==> config.mk <==
export PLATFORM = sky130hd
export DESIGN_NAME = isa_io_initiator
export DESIGN_NICKNAME = d
export VERILOG_FILES = /design/src/rtl/isa_io_initiator.sv
export SDC_FILE = /design/constraint.sdc
export NUM_CORES = 1
export LEC_CHECK = 0
export ABC_CLOCK_PERIOD_IN_PS = 3400
export CAP_MARGIN = 15
export CORE_ASPECT_RATIO = 0.6
export CORE_MARGIN = 2
export CORE_UTILIZATION = 49
export CTS_BUF_LIST = sky130_fd_sc_hd__clkbuf_8
export CTS_CLUSTER_DIAMETER = 60
export DETAILED_ROUTE_END_ITERATION = 10
export GPL_TIMING_DRIVEN = 0
export PLACE_DENSITY = 0.86
export SETUP_SLACK_MARGIN = 0.4
export SYNTH_ARGS = -nofsm -noshare
export SYNTH_HDL_FRONTEND = slang
export SYNTH_SLANG_ARGS = --single-unit
export TNS_END_PERCENT = 100
==> constraint.sdc <==
create_clock -name clk -period 3.4 [get_ports clk]
set_input_delay 0.85 -clock clk [delete_from_list [all_inputs] [get_ports clk]]
set_output_delay 0.85 -clock clk [all_outputs]
set_load 0.01 [all_outputs]
==> src/rtl/isa_io_initiator.sv <==
// isa_io_initiator: ISA host-side I/O/memory cycle initiator; define ISA_TIMEOUT_EN to bound bus_rdy wait states
`timescale 1ns/1ps
module isa_io_initiator #(
    parameter int SETUP_CYCLES  = 2,
    parameter int STROBE_CYCLES = 6,
    parameter int HOLD_CYCLES   = 1,
    parameter int RDY_TIMEOUT   = 255
) (
    input  logic        clk,
    input  logic        reset,
    input  logic        req_valid,
    output logic        req_ready,
    input  logic        req_write,
    input  logic        req_io,
    input  logic [19:0] req_addr,
    input  logic [7:0]  req_wdata,
    output logic        rsp_valid,
    output logic [7:0]  rsp_rdata,
    output logic        rsp_err,
    output logic [19:0] bus_a,
    output logic        bus_ior_l,
    output logic        bus_iow_l,
    output logic        bus_memr_l,
    output logic        bus_memw_l,
    output logic [7:0]  bus_d_out,
    output logic        bus_d_oe,
    input  logic [7:0]  bus_d_in,
    output logic        bus_aen,
    input  logic        bus_rdy
);
    localparam int CW = $clog2(SETUP_CYCLES + STROBE_CYCLES + HOLD_CYCLES + RDY_TIMEOUT + 1);
    typedef enum logic [1:0] {IDLE, SETUP, STROBE, HOLD} state_t;
    state_t state, state_n;
    logic [CW-1:0] cnt, cnt_n;
    logic [3:0] strb_l;
    logic io_q, wr_q, rdy_m, rdy_s, accept, go_strobe, exit_strobe, timed_out;
    assign req_ready = state == IDLE && !reset;
    assign rsp_valid = state == HOLD && cnt == '0;
    assign bus_aen = 1'b0;
    assign {bus_iow_l, bus_ior_l, bus_memw_l, bus_memr_l} = strb_l;
    always_comb begin
        state_n = state;
        cnt_n = cnt;
        accept = 1'b0;
        go_strobe = 1'b0;
        exit_strobe = 1'b0;
        case (state)
            IDLE: if (req_valid) begin
                accept = 1'b1;
                state_n = SETUP;
                cnt_n = CW'(SETUP_CYCLES - 1);
            end
            SETUP: if (cnt == '0) begin
                go_strobe = 1'b1;
                state_n = STROBE;
                cnt_n = CW'(STROBE_CYCLES - 1);
            end else cnt_n = cnt - CW'(1);
            STROBE: if (cnt != '0) cnt_n = cnt - CW'(1);
            else if (rdy_s || timed_out) begin
                exit_strobe = 1'b1;
                state_n = HOLD;
                cnt_n = CW'(HOLD_CYCLES - 1);
            end
            HOLD: if (cnt == '0) state_n = IDLE;
            else cnt_n = cnt - CW'(1);
        endcase
    end
    always_ff @(posedge clk) begin
        if (reset) begin
            state <= IDLE;
            cnt <= '0;
            rdy_m <= 1'b1;
            rdy_s <= 1'b1;
            strb_l <= 4'hF;
            io_q <= 1'b0;
            wr_q <= 1'b0;
            bus_a <= '0;
            bus_d_out <= '0;
            bus_d_oe <= 1'b0;
            rsp_rdata <= '0;
        end else begin
            state <= state_n;
            cnt <= cnt_n;
            rdy_m <= bus_rdy;
            rdy_s <= rdy_m;
            if (accept) begin
                io_q <= req_io;
                wr_q <= req_write;
                bus_a <= req_io ? {4'h0, req_addr[15:0]} : req_addr;
                bus_d_out <= req_wdata;
                bus_d_oe <= req_write;
            end
            if (go_strobe) strb_l <= ~(4'b0001 << {io_q, wr_q});
            if (exit_strobe) begin
                strb_l <= 4'hF;
                if (!wr_q) rsp_rdata <= timed_out ? 8'hFF : bus_d_in;
            end
            if (rsp_valid) bus_d_oe <= 1'b0;
        end
    end
`ifdef ISA_TIMEOUT_EN
    logic [CW-1:0] tcnt;
    logic err_q;
    assign timed_out = state == STROBE && cnt == '0 && !rdy_s && tcnt == CW'(RDY_TIMEOUT);
    assign rsp_err = rsp_valid && err_q;
    always_ff @(posedge clk) begin
        if (reset) begin
            tcnt <= '0;
            err_q <= 1'b0;
        end else begin
            if (go_strobe) tcnt <= '0;
            else if (state == STROBE && cnt == '0 && !rdy_s) tcnt <= tcnt + CW'(1);
            if (accept) err_q <= 1'b0;
            else if (exit_strobe) err_q <= timed_out;
        end
    end
`else
    assign timed_out = 1'b0;
    assign rsp_err = 1'b0;
`endif
endmodule

==> out/results.ini, run 1 <==
[pwr]
power.density_nw_per_um2 = 728
irDropWorstVdd_uv = 343
p_leak_nw = 1.26

[placed_design]
dpl.hpwl_um = 4680
gp_congestion = 0.803
port-buffer-count = 84

[drt]
vias_per_cell = 5.34
detail-route-antenna-nets = 0
drc = 0
dr.pass1.iters = 4
drt_iter0_drc = 151
finalWirelength_um = 6260
avgRoutedWirePerCell_um = 14.3
vias = 2340

[floorplanning]
rows = 19
initial_utilization_pct = 51.4
dieHeight_um = 57.9
dieArea_um2 = 5430
die-width_um = 93.8
pin_count = 87
core_um2 = 4610

[yosys]
synth.most_common_cell = nand2_1
synth_area_um2 = 2370
synth_enable_flop_cells = 0
synthTopCellsByArea = dfxtp_1 (47%), nand2_1 (10%), a21oi_1 (6.5%)
syn_inst = 281
async_reset_ff_share_pct = 0
synth.largest_area_cell = dfxtp_1
synth_warnings = 0
syn_avg_cell_area_um2 = 8.44
synthFlopType = dfxtp_1
synth-seq-cells = 56
yosysUniqueCellTypes = 42
synth_top_area_share_pct = 47.3
seq_area_frac_synth_pct = 47.3
synth_commonest_cells = nand2_1 (63), dfxtp_1 (56), a21oi_1 (31)

[setup_path]
path_depth = 6
reg2reg_depth = 7
startpoint = cnt[0]$_SDFFE_PP0P_
r2r_end = rsp_rdata[2]$_SDFFE_PP0P_
cp.arrival_ns = 2.08
worstSetupEndpointType = output pin
required_ns = 2.55
crit_family = simple AND/OR/NAND/NOR gates
worst_setup_path_start_kind = flip-flop
worstPathMaxFanout = 6
r2r-start = cnt[0]$_SDFFE_PP0P_
worstSetupPathType = reg -> out
rrSetupSlack_ns = 1.00
critPathMaxStageDelay_ns = 0.42
path_buf_inv = 3
cp_slowest_cell = or4b_1
path_cells = inv_1 -> ha_1 -> or4b_1 -> buf_2 -> nor3_4 -> clkdlybuf4s15_1

[global_routing]
grt_usage_pct = 24.2
overflow = 0
antenna_found_initial = 0
grt_pass1_wl_um = 10300
grt_pass1_vias = 2241
grt_max_degree = 18

[finish]
n_antenna_cell = 0
nets = 423
fill_cells = 353
area_delta_synth_final_pct = 45.3
drive_gt1_share_pct = 5.60
utilization_pct = 74.7

[run]
maxCapViolCount = 0

[worst_hold_path]
whs_endpoint = rdy_s$_SDFF_PP1_
hp-class = reg -> reg
hold_path.startpoint = rdy_m$_SDFF_PP1_
min_path_cells = 1

[clock_network]
clk_pin_slew_ns = 0.10
clkLatencyLatePin_ns = 0.31
ctsHoldBuffers = 0
cts_num_sinks = 56
ctsRootBufferMaster = clkbuf_8
ctsLongestPathBuffers = 2
htree_num_levels = 2
numCtsBuffers = 5
cts_tree = built

[timing]
post-route-period-util_pct = 86.2
finalSetupTns_ns = 0
period_needed_ns = 2.93
slew_violations = 0
slew_headroom_pct = 41.6
setup_viol = 0
rsz0062_at_grt = false
worst_pin_slew_ns = 0.870
max_freq_mhz = 341
fin_skew_ns = 0.00808
hold_violations = 0

[run_status]
outcome = finished clean

metrics by stage:
stage               cells  power (mW)  instance area (um2)  setup WS, ns  hold WS [ns]
floorplan             282        1.63                 2370          1.08         0.389
global placement      429        1.98                 3290         0.142         0.393
detailed placement    429        2.02                 3290         0.150         0.395
CTS                   438        2.49                 3440         0.428         0.419
global route          438        2.67                 3440         0.400         0.433
finish                438        2.51                 3440         0.469         0.419
routing by layer:
layer	GRT usage, %	routed length (um)
met5	0	0
met2	36.4	2720
met3	10.8	774
met4	6.42	54
met1	32.1	2710
timing repair:
item                                    4_1_cts  5_1_grt
gates resized for setup                       7        3
setup buffers                                 1        0
endpoints found under the setup margin        2        1
endpoints found under the hold margin         0        0
pin swaps                                     1        0
power by group:
part / switching [mW] / total (mW) / internal [mW]
Sequential: 0.111 / 0.891 / 0.781
Combinational: 0.648 / 1.16 / 0.512
Clock: 0.216 / 0.457 / 0.241
Total: 0.975 / 2.51 / 1.53
placed cells by master, fill, tap and decap left out, types with 4 or more instances in the layout:
cell type        count
nand2_1             63
clkbuf_1            10
nor3_1               5
a31oi_1             10
nand3b_1             4
mux2i_1              9
nand2b_1             7
clkdlybuf4s50_1     82
inv_1                7
ha_1                 7
o21ai_0              6
dfxtp_1             56
a21oi_1             31
clkbuf_8             7
nor2_1              18
cell type report:
class	count	area (um2)	share of cell area, %
clock buffer	6	82.6	2.40
sequential	56	1120	32.5
multi-input combinational	202	1160	33.7
inverter	7	26.3	0.763
clock inverter	2	38.8	1.13
buffer	17	90.1	2.62
timing repair buffer	85	847	24.6
tap	63	78.8	2.29
logic make-up after synthesis:
logic type / after synthesis / synth area share [%]
simple gates: 120 / 24.2
compound gates: 64 / 16.4
flops: 56 / 47.3
buf+inv: 24 / 4.43
mux: 9 / 3.80
fa+ha+maj: 7 / 3.69
other cells: 1 / 0.158
flip-flops by register name, summed over array words and instances, names as in the netlist:
name and cells:
rdy_s 1, rsp_rdata 8, rdy_m 1, io_q 1
bus_d_out 8, bus_a 20, state 2, strb_l 4
bus_d_oe 1, cnt 9, wr_q 1
worst max path at each step:
stage	slack, ns	end
after floorplan	1.08	rsp_valid
after global placement	0.14	req_ready
after detailed placement	0.15	req_ready
after CTS	0.43	rsp_valid
after global routing	0.40	rsp_valid
final	0.47	rsp_valid
No activity file was read; power rests on OpenSTA's default activity.
==> run 2, diff against run 1 <==
--- a/config.mk
+++ b/config.mk
@@ -9,4 +9,4 @@
 export CAP_MARGIN = 15
-export CORE_ASPECT_RATIO = 0.6
-export CORE_MARGIN = 2
+export CORE_ASPECT_RATIO = 1.2
+export CORE_MARGIN = 4
 export CORE_UTILIZATION = 49
==> constraint.sdc (replaced) <==
create_clock -name clk -period 3.4 [get_ports clk]
set_input_delay 1.02 -clock clk [delete_from_list [all_inputs] [get_ports clk]]
set_output_delay 1.02 -clock clk [all_outputs]
set_load 0.01 [all_outputs]
==> run 2 against run 1 <==
Net effect: cell area fell by 0.91%; clock power fell by 9.2%; wire length fell by 4.9%; combinational power fell by 3%; fmax barely moved; sequential share of layout area rose by 0.33 points; final cell count fell by 1.6%; critical path type is now in -> out.
==> out/results.ini, run 2 (same netlist as run 1, synthesis figures left out) <==
[run_status]
outcome = finished clean

[clock_network]
clkLatencyLatePin_ns = 0.30  ; about the same
htree_num_levels = 2  ; unchanged
clk_pin_slew_ns = 0.10  ; about the same
cts_tree = built
ctsRootBufferMaster = clkbuf_8
numCtsBuffers = 5  ; unchanged
cts_num_sinks = 56  ; unchanged
ctsLongestPathBuffers = 2  ; unchanged

[setup_path]
required_ns = 2.38  ; -0.17 ns
worst_setup_path_start_kind = input pin
path_depth = 4  ; -2
cp.arrival_ns = 1.91  ; -0.17 ns
reg2reg_depth = 7  ; unchanged
startpoint = reset
critPathMaxStageDelay_ns = 0.30  ; -0.12 ns
worstPathMaxFanout = 10  ; +4
r2r-start = cnt[0]$_SDFFE_PP0P_
cp_slowest_cell = dlygate4sd2_1
path_cells = dlygate4sd2_1 -> clkbuf_8 -> nor2b_1 -> dlygate4sd2_1
path_common_cell = dlygate4sd2_1
worstSetupEndpointType = output pin
path_buf_inv = 3  ; unchanged
crit_family = buffers and inverters
worstSetupPathType = in -> out

[finish]
drive_gt1_share_pct = 5.90  ; +0.30 points
mostFrequentLayoutCells = clkdlybuf4s50_1 (81), nand2_1 (63), dfxtp_1 (55)
nets = 423  ; unchanged
n_antenna_cell = 0  ; unchanged
largest_reg_flops = 20  ; unchanged
reg.largest.list = bus_a x20, cnt x9
utilization_pct = 73.7  ; -0.94 points
regMostFlops = bus_a
final_common_cell = clkdlybuf4s50_1
area_delta_synth_final_pct = 44.0

[timing]
hold_violations = 0  ; unchanged
max_freq_mhz = 341  ; about the same
slew_headroom_pct = 48.4  ; +6.8 points
post-route-period-util_pct = 86.2  ; about the same
setup_viol = 0  ; unchanged
worst_pin_slew_ns = 0.769  ; -0.101 ns
period_needed_ns = 2.93  ; +0.000287 ns
fin_skew_ns = 0.00686  ; -0.00122 ns
rsz0062_at_grt = false
hold_slack_ns = 0.417  ; -0.00171 ns
slew_violations = 0  ; unchanged

[drt]
avgRoutedWirePerCell_um = 13.8  ; -3.4%
drc = 0  ; unchanged
dr.pass1.iters = 4  ; unchanged
vias_per_cell = 5.21  ; -2.5%
detail-route-antenna-nets = 0  ; unchanged
finalWirelength_um = 5960  ; -4.9%
vias = 2246  ; -4.0%
drt_iter0_drc = 112  ; -26%

[floorplanning]
pin_count = 87  ; unchanged
core_um2 = 4630  ; +0.35%
rows = 27  ; +8
die-width_um = 71.5  ; -24%
dieArea_um2 = 6020  ; +11%
initial_utilization_pct = 51.2  ; -0.18 points
dieHeight_um = 84.2  ; +45%

[global_routing]
grt_pass1_vias = 2228  ; -0.58%
grt_pass1_wl_um = 9960  ; -3.3%
grt_max_degree = 16  ; -2
grt_usage_pct = 20.3  ; -3.9 points
antenna_found_initial = 0  ; unchanged
overflow = 0  ; unchanged

[worst_hold_path]
hp-class = reg -> reg
min_path_cells = 1  ; unchanged
hold_path.startpoint = rdy_m$_SDFF_PP1_

[placed_design]
port-buffer-count = 84  ; unchanged
dpl.hpwl_um = 4580  ; -2.2%
gp_congestion = 0.814  ; +1.5%

[pwr]
power.clock.fraction_pct = 17.1  ; -1.1 points
p_int_mw = 1.51  ; -1.8%
irDropWorstVdd_uv = 371  ; +8.1%
power.density_nw_per_um2 = 710  ; -2.4%
p_sw_share_pct = 37.9  ; -0.98 points
switchingPower_mw = 0.919  ; -5.8%
p_comb_share_pct = 46.3  ; about the same
power_frac_seq_pct = 36.6  ; +1.1 points
p_leak_nw = 1.25  ; -0.47%

[run]
maxCapViolCount = 0  ; unchanged

run 2: cell types whose count changed in the layout (fill, tap and decap cells not counted), sizes merged:
cell / before / now
clkdlybuf4s50: 82 / 81
clkdlybuf4s15: 1 / 0
clkinv: 1 / 0
dlygate4sd2: 1 / 2
run 2: metrics by stage:
step	setup TNS [ns]	instance area [um2]	total power, mW	setup WS [ns]	instances
floorplan	0	2370	1.63	0.911	282
global placement	-0.223	3290	1.97	-0.223	424
CTS	0	3410	2.43	0.415	431
finish	0	3410	2.42	0.469	431
global route	0	3410	2.60	0.422	431
detailed placement	-0.180	3290	1.99	-0.180	424
run 2: layout make-up:
| class | instances | area (um2) |
|---|---|---|
| fill | 362 | 1210 |
| multi-input combinational | 202 | 1160 |
| sequential | 56 | 1120 |
| timing repair buffer | 85 | 841 |
| buffer | 17 | 92.6 |
| tap | 58 | 72.6 |
| clock buffer | 5 | 68.8 |
| clock inverter | 1 | 30.0 |
| inverter | 7 | 26.3 |
run 2: power by group through the flow:
| stage | Combinational, mW | Clock (mW) | Sequential (mW) |
|---|---|---|---|
| floorplan | 0.722 | 0 | 0.910 |
| global placement | 1.07 | 0 | 0.893 |
| detailed placement | 1.09 | 0 | 0.900 |
| CTS | 1.12 | 0.425 | 0.885 |
| global route | 1.25 | 0.446 | 0.909 |
| finish | 1.12 | 0.415 | 0.887 |
run 2: timing repair:
action / CTS / global route
hold buffers: 0 / 0
setup endpoints to repair: 2 / 1
buffers inserted: 1 / 0
pin swaps: 1 / 0
resized for setup: 12 / 3
run 2: final timing paths:
kind / slack (ns) / to
worst min-delay path: 0.42 / rdy_s$_SDFF_PP1_
worst max-delay path: 0.47 / req_ready
worst min register to register: 0.42 / rdy_s$_SDFF_PP1_
worst max register to register: 1.16 / rsp_rdata[0]$_SDFFE_PP0P_
run 2: layer usage:
metal  GRT usage [%]  wire [um]  vias to the layer above
met4            6.84         55                        0
met3            8.98        622                        4
li1                -          -                     1143
met5               0          0                        -
met2            35.5       2940                       69
met1            21.5       2330                     1030
